--- src/rtl/pipeline_hazard_ctrl_if.sv ---
// Hazard-control bundle between the pipeline datapath and the stall/flush
// sequencer. The master side is the datapath (hazard sources, control sinks);
// the slave side is the sequencer.
interface pipeline_hazard_ctrl_if;
  logic [4:0]  id_rs_addr_i;
  logic [4:0]  id_rt_addr_i;
  logic        id_uses_rt_i;
  logic        ex_mem_read_i;
  logic [4:0]  ex_rt_addr_i;
  logic        branch_taken_i;
  logic        jump_i;
  logic        mem_req_i;
  logic        mem_ack_i;
  logic        pc_write_o;
  logic        ifid_write_o;
  logic        ifid_flush_o;
  logic        idex_bubble_o;
  logic        idex_hold_o;
  logic        exmem_hold_o;
  logic        memwb_bubble_o;
  logic        timeout_o;
  logic [15:0] stall_cnt_o;

  modport master (
    output id_rs_addr_i, id_rt_addr_i, id_uses_rt_i, ex_mem_read_i, ex_rt_addr_i,
           branch_taken_i, jump_i, mem_req_i, mem_ack_i,
    input  pc_write_o, ifid_write_o, ifid_flush_o, idex_bubble_o, idex_hold_o,
           exmem_hold_o, memwb_bubble_o, timeout_o, stall_cnt_o
  );

  modport slave (
    input  id_rs_addr_i, id_rt_addr_i, id_uses_rt_i, ex_mem_read_i, ex_rt_addr_i,
           branch_taken_i, jump_i, mem_req_i, mem_ack_i,
    output pc_write_o, ifid_write_o, ifid_flush_o, idex_bubble_o, idex_hold_o,
           exmem_hold_o, memwb_bubble_o, timeout_o, stall_cnt_o
  );
endinterface

--- src/rtl/pipeline_hazard_ctrl.sv ---
// Stall/flush sequencer for the 5-stage MIPS pipeline: load-use stalls,
// fetch squash on taken branch/jump, full freeze during multi-cycle memory
// accesses, a memory-timeout trap and a saturating stall-cycle counter.
module pipeline_hazard_ctrl #(
  parameter int MAX_WAIT = 8
) (
  input  logic                  clk_i,
  input  logic                  rst_n_i,
  pipeline_hazard_ctrl_if.slave hz
);

  localparam logic [1:0] RUN      = 2'd0;
  localparam logic [1:0] MEM_WAIT = 2'd1;
  localparam logic [1:0] TRAP     = 2'd2;

  // Last unacknowledged wait cycle before the trap fires.
  localparam logic [7:0] WAIT_LAST = 8'(MAX_WAIT - 1);

  logic [1:0]  state;
  logic [1:0]  state_nxt;
  logic [7:0]  wait_cnt;
  logic [15:0] stall_cnt;
  logic        load_use;
  logic        freeze;

  // Hazard detection: loaded register consumed by the instruction in ID.
  always_comb begin
    load_use = hz.ex_mem_read_i && (hz.ex_rt_addr_i != 5'd0) &&
               ((hz.ex_rt_addr_i == hz.id_rs_addr_i) ||
                (hz.id_uses_rt_i && (hz.ex_rt_addr_i == hz.id_rt_addr_i)));
    freeze   = ((state == RUN) && hz.mem_req_i && !hz.mem_ack_i) ||
               ((state == MEM_WAIT) && !hz.mem_ack_i) ||
               (state == TRAP);
  end

  // Mealy pipeline controls; reset forces every control low immediately.
  always_comb begin
    hz.pc_write_o     = 1'b0;
    hz.ifid_write_o   = 1'b0;
    hz.ifid_flush_o   = 1'b0;
    hz.idex_bubble_o  = 1'b0;
    hz.idex_hold_o    = 1'b0;
    hz.exmem_hold_o   = 1'b0;
    hz.memwb_bubble_o = 1'b0;
    if (rst_n_i) begin
      if (freeze) begin
        hz.idex_hold_o    = 1'b1;
        hz.exmem_hold_o   = 1'b1;
        hz.memwb_bubble_o = 1'b1;
      end else if (load_use) begin
        // Branch/jump in ID is dropped here; it is seen again next cycle.
        hz.idex_bubble_o = 1'b1;
      end else begin
        hz.pc_write_o   = 1'b1;
        hz.ifid_write_o = 1'b1;
        hz.ifid_flush_o = hz.branch_taken_i || hz.jump_i;
      end
    end
  end

  // Next-state logic; an ack always wins over the timeout limit.
  always_comb begin
    state_nxt = state;
    case (state)
      RUN:      if (hz.mem_req_i && !hz.mem_ack_i) state_nxt = MEM_WAIT;
      MEM_WAIT: if (hz.mem_ack_i)                  state_nxt = RUN;
                else if (wait_cnt == WAIT_LAST)    state_nxt = TRAP;
      TRAP:     state_nxt = TRAP;
      default:  state_nxt = RUN;
    endcase
  end

  // State, wait counter and saturating stall counter.
  always_ff @(posedge clk_i or negedge rst_n_i) begin
    if (!rst_n_i) begin
      state     <= RUN;
      wait_cnt  <= 8'd0;
      stall_cnt <= 16'd0;
    end else begin
      state <= state_nxt;
      if (state != MEM_WAIT)
        wait_cnt <= 8'd0;
      else if (!hz.mem_ack_i)
        wait_cnt <= wait_cnt + 8'd1;
      if (!hz.pc_write_o && (stall_cnt != 16'hFFFF))
        stall_cnt <= stall_cnt + 16'd1;
    end
  end

  assign hz.timeout_o   = (state == TRAP);
  assign hz.stall_cnt_o = stall_cnt;

endmodule
--- src/flat_wrapper.sv ---
// flat-port wrapper written by rule: the top's interface ports become plain ports
module pipeline_hazard_ctrl_flat 
#(
  parameter int MAX_WAIT = 8
)
  (clk_i, rst_n_i, hz_id_rs_addr_i, hz_id_rt_addr_i, hz_id_uses_rt_i, hz_ex_mem_read_i, hz_ex_rt_addr_i, hz_branch_taken_i, hz_jump_i, hz_mem_req_i, hz_mem_ack_i, hz_pc_write_o, hz_ifid_write_o, hz_ifid_flush_o, hz_idex_bubble_o, hz_idex_hold_o, hz_exmem_hold_o, hz_memwb_bubble_o, hz_timeout_o, hz_stall_cnt_o);
  pipeline_hazard_ctrl_if hz_i ();
  input  logic clk_i;
  input  logic rst_n_i;
  input wire logic [$bits(hz_i.id_rs_addr_i)-1:0] hz_id_rs_addr_i;
  input wire logic [$bits(hz_i.id_rt_addr_i)-1:0] hz_id_rt_addr_i;
  input wire logic [$bits(hz_i.id_uses_rt_i)-1:0] hz_id_uses_rt_i;
  input wire logic [$bits(hz_i.ex_mem_read_i)-1:0] hz_ex_mem_read_i;
  input wire logic [$bits(hz_i.ex_rt_addr_i)-1:0] hz_ex_rt_addr_i;
  input wire logic [$bits(hz_i.branch_taken_i)-1:0] hz_branch_taken_i;
  input wire logic [$bits(hz_i.jump_i)-1:0] hz_jump_i;
  input wire logic [$bits(hz_i.mem_req_i)-1:0] hz_mem_req_i;
  input wire logic [$bits(hz_i.mem_ack_i)-1:0] hz_mem_ack_i;
  output wire logic [$bits(hz_i.pc_write_o)-1:0] hz_pc_write_o;
  output wire logic [$bits(hz_i.ifid_write_o)-1:0] hz_ifid_write_o;
  output wire logic [$bits(hz_i.ifid_flush_o)-1:0] hz_ifid_flush_o;
  output wire logic [$bits(hz_i.idex_bubble_o)-1:0] hz_idex_bubble_o;
  output wire logic [$bits(hz_i.idex_hold_o)-1:0] hz_idex_hold_o;
  output wire logic [$bits(hz_i.exmem_hold_o)-1:0] hz_exmem_hold_o;
  output wire logic [$bits(hz_i.memwb_bubble_o)-1:0] hz_memwb_bubble_o;
  output wire logic [$bits(hz_i.timeout_o)-1:0] hz_timeout_o;
  output wire logic [$bits(hz_i.stall_cnt_o)-1:0] hz_stall_cnt_o;
  assign hz_i.id_rs_addr_i = hz_id_rs_addr_i;
  assign hz_i.id_rt_addr_i = hz_id_rt_addr_i;
  assign hz_i.id_uses_rt_i = hz_id_uses_rt_i;
  assign hz_i.ex_mem_read_i = hz_ex_mem_read_i;
  assign hz_i.ex_rt_addr_i = hz_ex_rt_addr_i;
  assign hz_i.branch_taken_i = hz_branch_taken_i;
  assign hz_i.jump_i = hz_jump_i;
  assign hz_i.mem_req_i = hz_mem_req_i;
  assign hz_i.mem_ack_i = hz_mem_ack_i;
  assign hz_pc_write_o = hz_i.pc_write_o;
  assign hz_ifid_write_o = hz_i.ifid_write_o;
  assign hz_ifid_flush_o = hz_i.ifid_flush_o;
  assign hz_idex_bubble_o = hz_i.idex_bubble_o;
  assign hz_idex_hold_o = hz_i.idex_hold_o;
  assign hz_exmem_hold_o = hz_i.exmem_hold_o;
  assign hz_memwb_bubble_o = hz_i.memwb_bubble_o;
  assign hz_timeout_o = hz_i.timeout_o;
  assign hz_stall_cnt_o = hz_i.stall_cnt_o;
  pipeline_hazard_ctrl #(.MAX_WAIT(MAX_WAIT)) u_core (.clk_i(clk_i), .rst_n_i(rst_n_i), .hz(hz_i));
endmodule
--- config.mk ---
export PLATFORM = sky130hd
export DESIGN_NAME = pipeline_hazard_ctrl_flat
export DESIGN_NICKNAME = d
export VERILOG_FILES = /design/src/rtl/pipeline_hazard_ctrl_if.sv /design/src/rtl/pipeline_hazard_ctrl.sv /design/src/flat_wrapper.sv
export SDC_FILE = /design/constraint.sdc
export NUM_CORES = 1
export LEC_CHECK = 0
export CAP_MARGIN = 20
export CORE_UTILIZATION = 41
export DETAILED_ROUTE_END_ITERATION = 7
export GPL_TIMING_DRIVEN = 0
export PLACE_DENSITY = 0.83
export SYNTH_ARGS = -nofsm -noshare
export SYNTH_HDL_FRONTEND = slang
export SYNTH_SLANG_ARGS = --single-unit
--- constraint.sdc ---
create_clock -name clk_i -period 1.64 [get_ports clk_i]
set_input_delay 0.164 -clock clk_i [delete_from_list [all_inputs] [get_ports clk_i]]
set_output_delay 0.164 -clock clk_i [all_outputs]
set_load 0.1 [all_outputs]
Yosys cells after proc, flatten, opt, wreduce, memory -nomap -nowiden
Index checks and enable logic that the tools add are counted.
- output and inout bits: 24
- word-level logic and storage cells: 49
- register bits after elaboration: 26
- equality and inequality tests: 10
- muxes and demuxes: 17
- reduce and logical (&&, ||, !) cells: 17
- $add $sub $neg: 2
- operator list (operator ; count):
    16-bit by 1-bit adder with 16-bit output (second input constant) ; 1
    8-bit two-way mux ; 2
    16-bit != test (second input constant) ; 1
    1-bit two-way mux ; 11
    5-bit == test ; 2
    8-bit by 1-bit adder with 8-bit output (second input constant) ; 1
    8-bit by 3-bit == test with 1-bit output (second input constant) ; 1
    1-bit logical AND ; 8
    2-bit two-way mux ; 3
    2-bit case mux with 3 select lines ; 1
    5-bit nonzero test ; 1
    1-bit logical OR ; 4
    2-bit by 1-bit != test with 1-bit output (second input constant) ; 2
    3-bit != test (second input constant) ; 1
    2-bit by 1-bit == test with 1-bit output (second input constant) ; 1
    2-bit == test (second input constant) ; 1
    1-bit logical NOT ; 2
    2-bit logical NOT ; 1
    2-bit != test (second input constant) ; 1
    2-bit AND reduction ; 1

Depth between registers and ports, before layout
Gate-level depths: netlist (run 1).
- word-level depth: 9
- gate-level depth with buffers: 8

Worst setup path before layout (run 1)
Ideal clock, no wire load.
- path type: flip-flop to output port
- start: register u_core.state[1]
- end: output hz_idex_hold_o
- setup slack: -2000 ps
- data required time: 1476 ps
- arrival: 3476 ps
- stages on the path, launching flop included: 5
- buffers on the path: 1
- cells stage by stage: dfrtp_1 -> nor2_1 -> o21ai_0 -> a21boi_0 -> buf_4
- longest elaborated chain between the ends: 7
- elaborated cells on any way between the ends: 10
- those cells by class: eq/ne (2); mux (2); reduce/logical (6)
- ends and longest elaborated chain (what ; RTL line ; source):
    start: declaration ; pipeline_hazard_ctrl.sv:19 ; logic [1:0] state;
    start signal: assignment ; pipeline_hazard_ctrl.sv:80 ; state <= state_nxt;
    2-bit logical NOT ; pipeline_hazard_ctrl.sv:31 ; freeze = ((state == RUN) && hz.mem_req_i && !hz.mem_ack_i) ||
    1-bit logical AND (2 in series) ; pipeline_hazard_ctrl.sv:31 ;
    1-bit logical OR ; pipeline_hazard_ctrl.sv:31 ;
    1-bit logical OR * ; pipeline_hazard_ctrl.sv:32 ; ((state == MEM_WAIT) && !hz.mem_ack_i) ||
    1-bit two-way mux * (2 in series) ; -- ;
    end: declaration ; flat_wrapper.sv:23 ; output wire logic [$bits(hz_i.idex_hold_o)-1:0] hz_idex_hold_o;
Mark *: on every way between the ends. The rest lies on a longest branch, timed or not.

Worst setup path in the final report (run 1)
- start: input hz_id_rt_addr_i[2]
- end: register u_core.stall_cnt[5] (netlist: u_core.hz.stall_cnt_o[5])
- longest elaborated chain between the ends: 9
- ends and longest elaborated chain (what ; RTL line ; source):
    start: declaration ; flat_wrapper.sv:11 ; input wire logic [$bits(hz_i.id_rt_addr_i)-1:0] hz_id_rt_addr_i;
    5-bit == test ; pipeline_hazard_ctrl.sv:30 ; (hz.id_uses_rt_i && (hz.ex_rt_addr_i == hz.id_rt_addr_i)));
    1-bit logical AND ; pipeline_hazard_ctrl.sv:30 ;
    1-bit logical OR ; pipeline_hazard_ctrl.sv:29 ; ((hz.ex_rt_addr_i == hz.id_rs_addr_i) ||
    1-bit logical AND ; pipeline_hazard_ctrl.sv:28 ; load_use = hz.ex_mem_read_i && (hz.ex_rt_addr_i != 5'd0) &&
    1-bit two-way mux ; pipeline_hazard_ctrl.sv:50 ; end else if (load_use) begin
    1-bit two-way mux ; pipeline_hazard_ctrl.sv:46 ; if (freeze) begin
    1-bit two-way mux ; pipeline_hazard_ctrl.sv:45 ; if (rst_n_i) begin
    1-bit logical NOT ; pipeline_hazard_ctrl.sv:85 ; if (!hz.pc_write_o && (stall_cnt != 16'hFFFF))
    1-bit logical AND ; pipeline_hazard_ctrl.sv:85 ;
    end signal: assignment ; pipeline_hazard_ctrl.sv:86 ; stall_cnt <= stall_cnt + 16'd1;
    end: declaration ; pipeline_hazard_ctrl.sv:22 ; logic [15:0] stall_cnt;
Every way passes these cells.
A chain may end at the register's enable or synchronous reset.

==> results of run 1 <==
[worst max-delay path: stages]
cell and delay [ns]:
clkdlybuf4s50_1 0.47, xnor2_1 0.12, nand4_1 0.14, o22ai_2 0.21
a21oi_4 0.10, buf_4 0.20, or4_4 0.56, xnor2_2 0.15
[how the worst max path moves through the flow]
stage / endpoint
after floorplan: u_core.hz.stall_cnt_o[1]
after global placement: hz_ifid_flush_o
after detailed placement: hz_ifid_flush_o
after CTS: u_core.hz.stall_cnt_o[5]
after global routing: hz_ifid_flush_o
final: u_core.hz.stall_cnt_o[5]
[metal layers]
layer | vias up | track usage, % | part of all wire (%)
met5 | - | 0 | 0
met1 | 734 | 25.6 | 39
li1 | 666 | - | -
met3 | 15 | 4.35 | 6.5
met2 | 60 | 37.7 | 51
met4 | 0 | 9.21 | 3.0
[cells in the final DEF (no fill, tap or decap), drive strengths merged, types with 3 or more instances in the layout]
| cell | count |
|---|---|
| buf | 34 |
| dfrtp | 26 |
| clkdlybuf4s15 | 16 |
| nor2 | 15 |
| xor2 | 14 |
| nand2 | 14 |
| xnor2 | 13 |
| clkdlybuf4s50 | 10 |
| nand3 | 9 |
| clkbuf | 8 |
| nand4 | 7 |
| dlymetal6s2s | 5 |
| nor3 | 5 |
| o21ai | 4 |
| nor4 | 3 |
| inv | 3 |
| mux2 | 3 |
| o31ai | 3 |
[per-stage QoR]
step / TNS [ns] / hold slack, ns / power [mW] / setup WS, ns / cells
6_report: -2.18 / 0.0990 / 3.69 / -0.253 / 267
5_1_grt: -3.83 / 0.107 / 3.84 / -0.310 / 267
4_1_cts: -1.69 / 0.114 / 3.50 / -0.247 / 256
3_5_place_dp: -22.98 / 0.515 / 3.13 / -1.79 / 242
3_3_place_gp: -35.05 / 0.509 / 3.07 / -2.26 / 241
2_1_floorplan: -1.71 / -0.132 / 2.62 / -0.234 / 150
[cell families (layout without fill, tap and decap cells)]
| logic type | after synthesis | after routing | share of synthesized area (%) |
|---|---|---|---|
| AND/OR/NAND/NOR | 68 | 68 | 24.4 |
| XOR/XNOR | 27 | 27 | 16.0 |
| flip-flops | 26 | 26 | 44.1 |
| AO/OA/AOI/OAI | 14 | 14 | 7.54 |
| buffers and inverters | 9 | 80 | 3.31 |
| multiplexers | 4 | 4 | 2.97 |
| adder cells (fa/ha/maj) | 2 | 2 | 1.69 |
[power by group]
group	internal [mW]	leakage, nW	switching, mW	total, mW
Combinational	0.668	0.755	1.59	2.26
Sequential	0.873	0.307	0.229	1.10
Clock	0.136	0.0210	0.193	0.329
Total	1.68	1.08	2.01	3.69
[state kept, by name (all words and copies together) (netlist names)]
register and count:
u_core.wait_cnt 8, u_core.hz.stall_cnt_o 16, u_core.state 2
[repair_timing]
item / CTS / global route
endpoints found under the hold margin: 1 / 0
pin swaps: 11 / 13
setup endpoints to repair: 40 / 23
hold buffers: 2 / 0
buffers inserted: 8 / 11
gates resized for setup: 141 / 25
[area by class of cell]
cell class                 count  area (µm²)
clock buffer                   4        36.3
fill                         209         786
timing repair buffer          67         713
buffer                         6        70.1
multi-input combinational    115        1000
inverter                       3        16.3
tap                           46        57.6
sequential                    26         707
==> results.toml, run 1 <==
[yosys]
syn-num-nets = 175
yosysTopAreaCell = "dfrtp_1"
seq_area_frac_synth_pct = 44.1
synth_edf_count = 0
async_flop_share_pct = 100
synthTopCellsByCount = "26 x dfrtp_1, 15 x nor2_1, 14 x nand2_1, 14 x xor2_1, 13 x xnor2_1"
synth-seq-cells = 26
synth_area_leaders = "dfrtp_1 44%, xor2_1 8.3%, xnor2_1 7.7%, nor2_1 3.8%, nand2_1 3.6%"
synth_cell_types = 35
postSynthCellCount = 150
synth_area_per_cell_um2 = 9.84
yosysMostFrequentCell = "dfrtp_1"
synthesis.area_um2 = 1480
synth-main-ff-cell = "dfrtp_1"
ys_warn_count = 0
synth_top_area_share_pct = 44.1

[detailed_routing]
wire_per_inst_um = 16.5
vias_per_cell = 5.52
vias = 1475
drc = 0
postRouteAntennaNets = 0
initialDrtViolationCount = 35
first_pass_iters = 4
wl_um = 4390

[critical_path]
reg2reg_to = "u_core.hz.stall_cnt_o[5]"
crit-reg2reg-launch = "u_core.state[1]"
ff2ff_path_depth = 7
start_kind = "primary input"
crit_type = "primary input to flop"
end_kind = "flop"
r2r_slack_ns = -0.21
crit_start = "hz_id_rt_addr_i[2]"
cp_max_fo = 9
crit_required_ns = 1.86
cp_data_arrival_time_ns = 2.11

[floorplanning]
die_x_um = 62.0
die_area_um2 = 3850
boundaryPins = 47
die_y_um = 62.0
rows = 21
core-area_um2 = 3390
initial_core_util_pct = 43.6

[timing]
finalSetupViolCount = 18
slew_headroom_pct = 63.2
fin_crit_sh_pct = 115
skew_ns = 0.0101
slew_violations = 0
fmax_mhz = 528
hold_violations = 0
tightestPinTransition_ns = 0.555
rsz0062_at_grt = "true"
fin_ws_ns = -0.253
fin_crit_ns = 1.89

[global_routing]
grt_pass1_wl_um = 5980
grt_pass1_vias = 1342
grt_max_degree = 17
grt-ovfl-total = 0
antenna_found_initial = 0
grt_use_total_pct = 21.5

[clock_network]
clkSlewWorstSetupHoldPaths_ns = 0.15
root_buffer = "clkbuf_4"
cts_tree = "done"
cts_buffer_depth = 2
cts.htree.levels = 1
cts_num_sinks = 26
cts_made_buffers = 3
insertion_delay_ns = 0.33

[placement]
place_congestion = 0.848
port_buffers = 45
postPlaceCellArea_um2 = 2190
hpwl_um = 2660

[run_status]
outcome = "complete, but fails checks"
failed_checks = "negative setup slack"

[final_layout]
final_core_util_pct = 76.8
drive_gt1_share_pct = 48.4
area_growth_pct = 76.4
layout.nets = 247
antenna_cells = 0
finalInstanceArea_um2 = 2600

[power_and_ir_drop]
leakagePower_nw = 1.08
ir_drop_mv = 1.57
p_per_area_nw_per_um2 = 1420

[worst_hold_path]
hold_path.class = "primary input to async pin"

[flow_run]
drv_cap = 0
Note: power is estimated with default switching activity, not from simulation.
==> inputs of run 2 (changes only) <==
Settings changed: GPL_TIMING_DRIVEN 0 to unset.
==> results.toml, run 2 (same netlist as run 1, synthesis figures left out) <==
[clock_network]
cts_made_buffers = 3
root_buffer = "clkbuf_4"
clkSlewWorstSetupHoldPaths_ns = 0.16
insertion_delay_ns = 0.35
cts.htree.levels = 1
cts_tree = "done"
cts_num_sinks = 26
hold_buffers = 0
cts_buffer_depth = 2

[timing]
final.setup.tns_ns = -5.15
fin_crit_sh_pct = 122
rsz0062_at_grt = "true"
hold_violations = 0
fmax_mhz = 501
whs_ns = 0.414
skew_ns = 0.0140
fin_crit_ns = 2.00
finalSetupViolCount = 23
fin_ws_ns = -0.357
slew_violations = 0
slew_headroom_pct = 74.4
tightestPinTransition_ns = 0.382

[critical_path]
crit-reg2reg-launch = "u_core.state[1]"
reg2reg_to = "u_core.hz.stall_cnt_o[5]"
end_kind = "output pin"
cp_data_arrival_time_ns = 1.83
r2r_slack_ns = -0.34
crit_start = "hz_ex_rt_addr_i[3]"
crit_required_ns = 1.48
ff2ff_path_depth = 9
cp_max_fo = 3
crit_type = "primary input to output pin"
cp-endpoint = "hz_ifid_write_o"
start_kind = "primary input"

[detailed_routing]
postRouteAntennaNets = 0
drc = 0
initialDrtViolationCount = 162
vias_per_cell = 6.17
vias = 1803
wl_um = 7100
first_pass_iters = 7
wire_per_inst_um = 24.3

[final_layout]
layout.nets = 271
area_growth_pct = 102
drive_gt1_share_pct = 57.1
final_common_cell = "buf_4"
largest_reg_flops = 16
final_cell_mix = "41 x buf_4, 26 x buf_12, 14 x xor2_1, 14 x dfrtp_4"

[floorplanning]
die_area_um2 = 3850
die_x_um = 62.0
initial_core_util_pct = 43.6
core-area_um2 = 3390
rows = 21
die_y_um = 62.0
boundaryPins = 47

[global_routing]
grt_use_total_pct = 31.5
grt-ovfl-total = 0
grt_max_degree = 27
antenna_found_initial = 1
grt_pass1_vias = 1710
grt_pass1_wl_um = 8360

[placement]
place_congestion = 0.848
hpwl_um = 3280
dpl_worst_slack_ns = -0.694
port_buffers = 46

[flow_run]
drv_cap = 0

[run_status]
outcome = "complete, but fails checks"
failed_checks = "negative setup slack"

[power_and_ir_drop]
p_per_area_nw_per_um2 = 1570
leakagePower_nw = 1.27
ir_drop_mv = 1.67

[worst_hold_path]
hold_path.class = "primary input to async pin"
-- run 2: changes by cell type in the layout (fill, tap and decap cells not counted), sizes merged --
cell / delta
buf: +44
dlygate4sd3: -2
clkdlybuf4s50: -2
diode: +1
clkdlybuf4s15: -15
bufinv: +1
clkbuf: -5
dlymetal6s2s: -5
dlygate4sd2: +8
-- run 2: where the power goes --
group          internal, mW  total, mW  leakage, nW  switching [mW]
registers             0.871       1.06        0.308           0.190
logic                  1.22       3.15        0.932            1.93
clock network         0.248      0.470       0.0279           0.222
total                  2.34       4.68         1.27            2.34
-- run 2: how the worst min path moves through the flow --
| stage | startpoint | to | slack [ns] | cells past startpoint |
|---|---|---|---|---|
| detailed placement | u_core.wait_cnt[7] | u_core.wait_cnt[7] | 0.54 | 2 |
| global placement | u_core.wait_cnt[7] | u_core.wait_cnt[7] | 0.53 | 2 |
| global route | rst_n_i | u_core.hz.stall_cnt_o[4] | 0.42 | 3 |
| CTS | rst_n_i | u_core.wait_cnt[2] | 0.44 | 3 |
| floorplan | rst_n_i | u_core.hz.stall_cnt_o[10] | -0.13 | 0 |
| finish | rst_n_i | u_core.hz.stall_cnt_o[4] | 0.41 | 3 |
-- run 2: layer usage --
metal,GRT usage (%),part of all wire [%],up-vias
met5,0,0,-
met4,17.1,5.3,0
met3,7.04,10,45
met2,55.6,49,159
met1,35.1,35,876
li1,-,-,723
-- run 2: worst max-delay path, cell delays in order --
cell and delay [ns]:
buf_2 0.15, or4_1 0.56, o21a_1 0.27, a21oi_4 0.24, buf_4 0.15, buf_6 0.11, buf_12 0.17
-- run 2: cell type report --
class | count | area [µm²]
Timing Repair Buffer | 97 | 1120
Multi-Input combinational cell | 115 | 1040
Sequential cell | 26 | 706
Fill cell | 147 | 402
Tap cell | 46 | 57.6
Clock inverter | 1 | 30.0
Clock buffer | 3 | 22.5
Inverter | 3 | 11.3
Antenna cell | 1 | 2.50
-- run 2: what timing repair did --
item / 4_1_cts / 5_1_grt
endpoints found under the setup margin: 23 / 23
pin swaps: 28 / 16
buffers inserted: 16 / 10
gates resized for setup: 52 / 18
hold endpoints to repair: 0 / 0
-- run 2: per-stage QoR --
stage	total power, mW	util [%]	instance area (µm²)	instances
final	4.68	88.2	2990	292
after global routing	4.80	88.1	2990	291
after CTS	4.38	83.9	2840	285
after detailed placement	3.80	76.8	2600	267
after global placement	3.73	76.8	2600	267
after floorplan	2.62	-	1650	150
